<file path="config.mk">
export PLATFORM = sky130hd
export DESIGN_NAME = binary_gray_converter
export DESIGN_NICKNAME = d
export VERILOG_FILES = /design/src/rtl/binary_gray_converter.sv
export SDC_FILE = /design/constraint.sdc
export NUM_CORES = 1
export LEC_CHECK = 0
export CAP_MARGIN = 20
export CORE_AREA = 2 2 39 41
export DETAILED_ROUTE_END_ITERATION = 8
export DIE_AREA = 0 0 41 43
export GPL_TIMING_DRIVEN = 0
export PLACE_DENSITY = 0.63
export SYNTH_ARGS = -nofsm -noshare
export SYNTH_HDL_FRONTEND = slang
export SYNTH_SLANG_ARGS = --single-unit
</file>
<file path="constraint.sdc">
create_clock -name clk -period 0.8 [get_ports clk]
set_clock_uncertainty 0.1 [all_clocks]
set_input_delay 0.08 -clock clk [delete_from_list [all_inputs] [get_ports clk]]
set_output_delay 0.08 -clock clk [all_outputs]
set_load 0.01 [all_outputs]
</file>
<file path="src/rtl/binary_gray_converter.sv">
// Registered binary-to-Gray encoder with a valid-qualified, single-stage pipeline.
// Define GRAY_DECODE_EN to add a registered Gray-to-binary decoder (gray_in -> binary_out).
module binary_gray_converter #(
    parameter int WIDTH = 8
) (
    input  logic             clk,
    input  logic             rst,
    input  logic             in_valid,
    input  logic [WIDTH-1:0] binary_in,
    output logic             out_valid,
    output logic [WIDTH-1:0] gray_out
`ifdef GRAY_DECODE_EN
    ,
    input  logic [WIDTH-1:0] gray_in,
    output logic [WIDTH-1:0] binary_out
`endif
);

    function automatic logic [WIDTH-1:0] bin2gray(input logic [WIDTH-1:0] b);
        logic [WIDTH-1:0] g;
        g[WIDTH-1] = b[WIDTH-1];
        for (int i = 0; i < WIDTH - 1; i++) begin
            g[i] = b[i+1] ^ b[i];
        end
        return g;
    endfunction

    logic [WIDTH-1:0] gray_q, gray_d;
    logic             valid_q, valid_d;

    // Select the held register unless accepting, so X on an idle binary_in never reaches gray_q.
    always_comb begin
        gray_d  = gray_q;
        valid_d = 1'b0;
        if (in_valid) begin
            gray_d  = bin2gray(binary_in);
            valid_d = 1'b1;
        end
    end

    always_ff @(posedge clk or posedge rst) begin
        if (rst) begin
            gray_q  <= '0;
            valid_q <= 1'b0;
        end else begin
            gray_q  <= gray_d;
            valid_q <= valid_d;
        end
    end

    assign gray_out  = gray_q;
    assign out_valid = valid_q;

`ifdef GRAY_DECODE_EN
    function automatic logic [WIDTH-1:0] gray2bin(input logic [WIDTH-1:0] g);
        logic [WIDTH-1:0] b;
        b[WIDTH-1] = g[WIDTH-1];
        for (int i = WIDTH - 2; i >= 0; i--) begin
            b[i] = b[i+1] ^ g[i];
        end
        return b;
    endfunction

    logic [WIDTH-1:0] binary_q, binary_d;

    // The decoder free-runs every edge, independent of the encoder's valid handshake.
    always_comb begin
        binary_d = gray2bin(gray_in);
    end

    always_ff @(posedge clk or posedge rst) begin
        if (rst) begin
            binary_q <= '0;
        end else begin
            binary_q <= binary_d;
        end
    end

    assign binary_out = binary_q;
`endif

endmodule

</file>
==> flow_summary_export.csv, run 1 <==
group,metric,value,unit
logic_synthesis,dominantRegCellSynth,"dfrtp_1",
logic_synthesis,synth-simple-area-share,8.60,%
timing,holdWs,-0.0108,ns
worst_setup_path,required,0.62,ns
pwr,leakagePower,0.289,nW
cts,ctsHoldBuffers,0,
outcome,violations,"negative hold slack, negative setup slack",
cts,htree_levels,1,
worst_setup_path,r2r_slack,-0.07,ns
final_layout,num_antenna_cells,0,
timing,fmax,1.03,GHz
placed_design,routabilityCongestion,0.681,
timing,hold_viol_final,9,
timing,setup_viol,15,
drt,drc_errors,0,
outcome,status,"finished with violations",
global_routing,grt_max_degree,11,
final_layout,area_growth,69.1,%
timing,rsz0062_at_grt,"true",
worst_setup_path,crit_path_start_kind,"flip-flop",
pwr,switching_share,26.6,%
final_layout,drive_above_1_share,44.3,%
logic_synthesis,ys_async_sr_fraction,100,%
floorplan,ios,20,
logic_synthesis,yosysUniqueCellTypes,9,
worst_setup_path,worst-path-buf-inv,1,
worst_setup_path,crit_family,"flip-flops",
logic_synthesis,synth_top_area_share,57.3,%
cts,root_buffer,"clkbuf_4",
pwr,internal_power,893,uW
pwr,peakVddDrop,884,uV
logic_synthesis,synth_mux_area_share,2.87,%
timing,max-slew-margin-rel,76.9,%
logic_synthesis,synth_xor_area_share,15.6,%
min_path,hold_class,"in -> async",
pwr,net-switching-power,324,uW
logic_synthesis,seq_area_frac_synth,57.3,%
cts,clk_pin_slew,0.06,ns
placed_design,dpl.hpwl,610,um
logic_synthesis,synth_area_leaders,"dfrtp_1 (57%), xnor2_1 (16%), a21oi_2 (6.7%)",
worst_setup_path,slowest_delay,0.39,ns
final_layout,final-instance-count-excl-fill,77,
global_routing,grt_use_total,11.1,%
worst_setup_path,crit_slowest_cell,"dfrtp_1",
placed_design,place_ws,-0.479,ns
logic_synthesis,synth_adder_area_share,0,%
timing,worst_slack,-0.174,ns
floorplan,core,1380,sq um
logic_synthesis,yosys_warnings,0,
cts,worstSkewPairLatency,0.25,ns
cts,cts_buffers,3,
global_routing,grt_pass1_wl,1.26,mm
worst_setup_path,worstPathCellList,"buf_2",
worst_setup_path,arrival,0.79,ns
drt,wl,862,um
run,maxCapViolations,0,
drt,avgRoutedWirePerCell,11.2,um
worst_setup_path,critical_path_class,"reg -> out",
cts,clock_sinks,9,
drt,first_pass_iters,2,
placed_design,placed_cells,68,
logic_synthesis,yosysMostFrequentCell,"dfrtp_1",
timing,fin_crit_sh,122,%
global_routing,antenna_found_initial,0,
timing,period_needed,0.974,ns
global_routing,grt.overflow.total,0,
logic_synthesis,synth_compound_area_share,11.8,%
cts,cts_tree,"yes",
worst_setup_path,worst-path-max-fanout,2,
drt,vias,325,
placed_design,io_buffers,19,
floorplan,die_x,41,um
logic_synthesis,syn_nets,44,
pwr,comb_power_share,27.8,%
timing,slew_viol_final,0,
timing,finalSetupTns,-1.57,ns
timing,tightest_slew,0.346,ns
drt,drtIter0Drc,2,
logic_synthesis,synth_edf_count,0,
logic_synthesis,netlist_area,393,sq um
drt,antenna_left,0,
pwr,clockPowerShare,28.3,%
pwr,seq_power_share,43.9,%
global_routing,grt_pass1_vias,316,
floorplan,dieArea,1760,sq um
final_layout,layout.nets,73,
pwr,p_per_area,1830,nW/um^2
logic_synthesis,syn_avg_cell_area,11.9,sq um
logic_synthesis,synth_top_family_by_area,"XOR/XNOR gates",
floorplan,num_rows,14,
logic_synthesis,synthTopCellsByCount,"dfrtp_1 (9), xnor2_1 (7), a21oi_1 (4), nor2_1 (4)",
worst_setup_path,end_kind,"output port",
floorplan,initial_core_util,28.4,%
cts,cts_max_path_buffers,2,
logic_synthesis,syn_inst,33,
logic_synthesis,yosys.area.top_type,"dfrtp_1",
final_layout,nFillCells,147,
drt,routed_via_density,4.22,
logic_synthesis,ys_ff_latch,9,
floorplan,die_h,43,um
[flip-flops by register name, summed over array words and instances, names as in the netlist]
register and cells:
gray_out 8, out_valid 1
[worst paths after layout]
check | start | to | depth (start not counted)
hold / removal | rst | gray_out[4]$_DFFE_PP0P_ | 2
setup / recovery | gray_out[3]$_DFFE_PP0P_ | gray_out[3] | 1
setup reg to reg | gray_out[7]$_DFFE_PP0P_ | gray_out[7]$_DFFE_PP0P_ | 1
min in group clk | binary_in[1] | gray_out[1]$_DFFE_PP0P_ | 3
hold reg to reg | gray_out[0]$_DFFE_PP0P_ | gray_out[0]$_DFFE_PP0P_ | 2
max in group asynchronous | rst | gray_out[1]$_DFFE_PP0P_ | 2
[cells in the final DEF, fill, tap and decap left out, drive strengths merged, types with 4 or more instances in the layout]
| cell | n |
|---|---|
| clkdlybuf4s50 | 8 |
| clkbuf | 4 |
| dfrtp | 9 |
| buf | 15 |
| nor2 | 7 |
| a21oi | 7 |
| xnor2 | 7 |
[through the flow]
step	power, mW	util, %	instance area (sq um)	hold WS [ns]
finish	1.22	48.0	664	-0.0108
global route	1.28	48.0	664	0.0483
CTS	1.21	46.5	643	0.00814
detailed placement	0.852	43.9	607	0.283
global placement	0.845	43.9	607	0.271
floorplan	0.669	-	397	-0.192
[power by group through the flow]
| stage | registers, mW | logic, mW | clock network, mW |
|---|---|---|---|
| finish | 0.534 | 0.338 | 0.345 |
| global route | 0.539 | 0.369 | 0.372 |
| CTS | 0.533 | 0.321 | 0.353 |
| detailed placement | 0.546 | 0.306 | 0 |
| global placement | 0.543 | 0.302 | 0 |
| floorplan | 0.567 | 0.102 | 0 |
[layout make-up]
class | instances | area, sq um | area share [%]
plain buffers | 1 | 11.3 | 1.69
clock buffers | 4 | 26.3 | 3.95
inverters | 1 | 3.75 | 0.565
multi-input cells | 22 | 176 | 26.6
flip-flops and latches | 9 | 225 | 33.9
well taps | 16 | 20.0 | 3.01
repair buffers | 24 | 201 | 30.3
[logic make-up (layout without fill, tap and decap cells)]
| logic type | after synthesis | in the layout |
|---|---|---|
| buf+inv | 2 | 30 |
| compound gates | 7 | 7 |
| simple gates | 7 | 7 |
| flops | 9 | 9 |
| xor+xnor | 7 | 7 |
| mux | 1 | 1 |
[repair_timing]
action                     in CTS  in global routing
setup endpoints to repair      17                 15
resized for setup              43                  6
pin swaps                       1                  2
setup buffers                   4                  3
[metal layers]
| metal | vias to the layer above | routed length, um | track usage [%] |
|---|---|---|---|
| li1 | 164 | - | - |
| met1 | 148 | 356 | 12.2 |
| met2 | 11 | 433 | 16.3 |
| met3 | 2 | 53 | 6.28 |
| met4 | 0 | 19 | 6.00 |
| met5 | - | 0 | 0 |
(Power assumes the default switching activity.)
==> run 2: changes to the inputs <==
--- a/config.mk
+++ b/config.mk
@@ -11,6 +11,7 @@
 export DIE_AREA = 0 0 41 43
 export GPL_TIMING_DRIVEN = 0
 export PLACE_DENSITY = 0.63
+export SETUP_SLACK_MARGIN = 0.5
 export SYNTH_ARGS = -nofsm -noshare
 export SYNTH_HDL_FRONTEND = slang
 export SYNTH_SLANG_ARGS = --single-unit
==> run 2 against run 1 <==
Net effect: the flow still finishes with violations (negative hold slack, negative setup slack); via count up 1.2%; sequential power about the same; hold slack worse by 0.18 ns; cell count grew 1.3%.
==> flow_summary_export.csv, run 2 (synthesis gave the netlist of run 1 again) <==
group,metric,value,unit
cts,cts_max_path_buffers,2,
worst_setup_path,crit_path_start_kind,"flip-flop",
worst_setup_path,required,0.62,ns
pwr,p_per_area,1820,nW/um^2
worst_setup_path,worst-path-buf-inv,1,
worst_setup_path,startpoint,"gray_out[3]$_DFFE_PP0P_",
drt,antenna_left,0,
final_layout,area_growth,69.7,%
cts,cts_buffers,3,
final_layout,largest_reg_flops,8,
timing,worst_slack,-0.159,ns
placed_design,dpl.hpwl,574,um
pwr,total_power,1.21,mW
global_routing,grt_use_total,11.7,%
timing,hold_viol_final,10,
pwr,seq_power_share,44.1,%
worst_setup_path,reg2reg_from,"gray_out[2]$_DFFE_PP0P_",
global_routing,grt.overflow.total,0,
pwr,clockPowerShare,28.0,%
floorplan,initial_core_util,28.4,%
pwr,net-switching-power,325,uW
timing,max-slew-margin-rel,86.5,%
outcome,violations,"negative hold slack, negative setup slack",
timing,finalSetupTns,-1.50,ns
cts,worstSkewPairLatency,0.25,ns
drt,wl,887,um
global_routing,grt_pass1_vias,304,
outcome,status,"finished with violations",
global_routing,grt_pass1_wl,1.24,mm
timing,fin_crit_sh,120,%
min_path,hold_class,"in -> async",
cts,clock_sinks,9,
global_routing,grt_max_degree,11,
placed_design,io_buffers,19,
worst_setup_path,end_kind,"output port",
timing,rsz0062_at_grt,"true",
drt,drc_errors,0,
floorplan,ios,20,
pwr,comb_power_share,27.9,%
drt,routed_via_density,4.22,
final_layout,drive_above_1_share,48.4,%
worst_setup_path,arrival,0.78,ns
worst_setup_path,worstPathCellList,"buf_6",
run,maxCapViolations,0,
cts,htree_levels,1,
drt,first_pass_iters,2,
final_layout,mostFrequentLayoutCells,"dfrtp_1 (9), buf_2 (8), xnor2_1 (7)",
placed_design,routabilityCongestion,0.751,
floorplan,core,1380,sq um
final_layout,nFillCells,151,
final_layout,final_common_cell,"dfrtp_1",
pwr,leakagePower,0.284,nW
worst_setup_path,slowest_delay,0.40,ns
floorplan,die_h,43,um
cts,root_buffer,"clkbuf_4",
timing,holdWs,-0.192,ns
final_layout,num_antenna_cells,0,
timing,setup_viol,15,
pwr,switching_share,26.8,%
pwr,internal_power,886,uW
drt,avgRoutedWirePerCell,11.4,um
pwr,peakVddDrop,927,uV
timing,tightest_slew,0.201,ns
worst_setup_path,crit_slowest_cell,"dfrtp_1",
floorplan,num_rows,14,
floorplan,dieArea,1760,sq um
final_layout,fin_util,48.2,%
final_layout,layout.nets,74,
cts,cts_tree,"yes",
global_routing,antenna_found_initial,0,
timing,fmax,1.04,GHz
drt,vias,329,
worst_setup_path,crit_family,"flip-flops",
cts,clk_pin_slew,0.06,ns
timing,slew_viol_final,0,
timing,period_needed,0.959,ns
worst_setup_path,critical_path_class,"reg -> out",
worst_setup_path,worst-path-max-fanout,2,
floorplan,die_x,41,um
drt,drtIter0Drc,1,
## run 2: cell count changes in the layout (fill, tap and decap cells not counted), sizes merged
cell,change
buf,+1
clkdlybuf4s50,-5
clkinvlp,+2
dlygate4sd2,+5
dlymetal6s2s,-1
inv,-1
## run 2: layout make-up
cell class	count	area, sq um	area share (%)
buffer	1	11.3	1.69
clock buffer	4	26.3	3.94
inverter	1	7.51	1.13
multi-input combinational	22	181	27.2
sequential	9	225	33.8
tap	16	20.0	3.00
timing repair buffer	24	190	28.5
timing repair inverter	1	5.00	0.750
## run 2: per-stage QoR
| stage | worst slack (ns) | cells | hold slack (ns) | cell area (sq um) |
|---|---|---|---|---|
| 6_report | -0.159 | 78 | -0.192 | 667 |
| 4_1_cts | -0.157 | 76 | -0.191 | 622 |
| 3_3_place_gp | -0.468 | 68 | 0.271 | 607 |
| 3_5_place_dp | -0.467 | 68 | 0.271 | 607 |
| 5_1_grt | -0.200 | 78 | -0.199 | 667 |
| 2_1_floorplan | -0.0793 | 33 | -0.192 | 397 |
## run 2: per-layer routing
metal	up-vias	track usage (%)	routed length (um)
met4	0	10.0	19
li1	167	-	-
met1	151	10.6	361
met5	-	0	0
met2	9	17.5	458
met3	2	6.28	47
## run 2: worst register-to-register path: stages, from the launching register on
cell and delay (ns):
dfrtp_1 0.39, buf_4 0.15, nor2_4 0.07, a21oi_2 0.04
## run 2: what timing repair did
action | CTS | global route
setup buffers | 3 | 2
hold endpoints to repair | 10 | 10
cloned | 1 | 0
resized for setup | 51 | 7
setup endpoints to repair | 27 | 17
## run 2: power groups by stage
stage / Clock, mW / Combinational, mW / Sequential, mW
floorplan: 0 / 0.101 / 0.567
global placement: 0 / 0.307 / 0.539
detailed placement: 0 / 0.307 / 0.542
CTS: 0.357 / 0.296 / 0.527
global route: 0.393 / 0.368 / 0.538
finish: 0.339 / 0.338 / 0.534
## run 2: worst paths after layout
path                                           endpoint  slack, ns  cells past startpoint
worst min register to register  gray_out[7]$_DFFE_PP0P_       0.41                      1
worst max-delay path                        gray_out[3]      -0.16                      1
worst max register to register  gray_out[2]$_DFFE_PP0P_      -0.05                      3
min in group clk                    out_valid$_DFF_PP0_      -0.05                      1
max in group asynchronous       gray_out[6]$_DFFE_PP0P_       0.63                      2
worst min-delay path            gray_out[2]$_DFFE_PP0P_      -0.19                      2
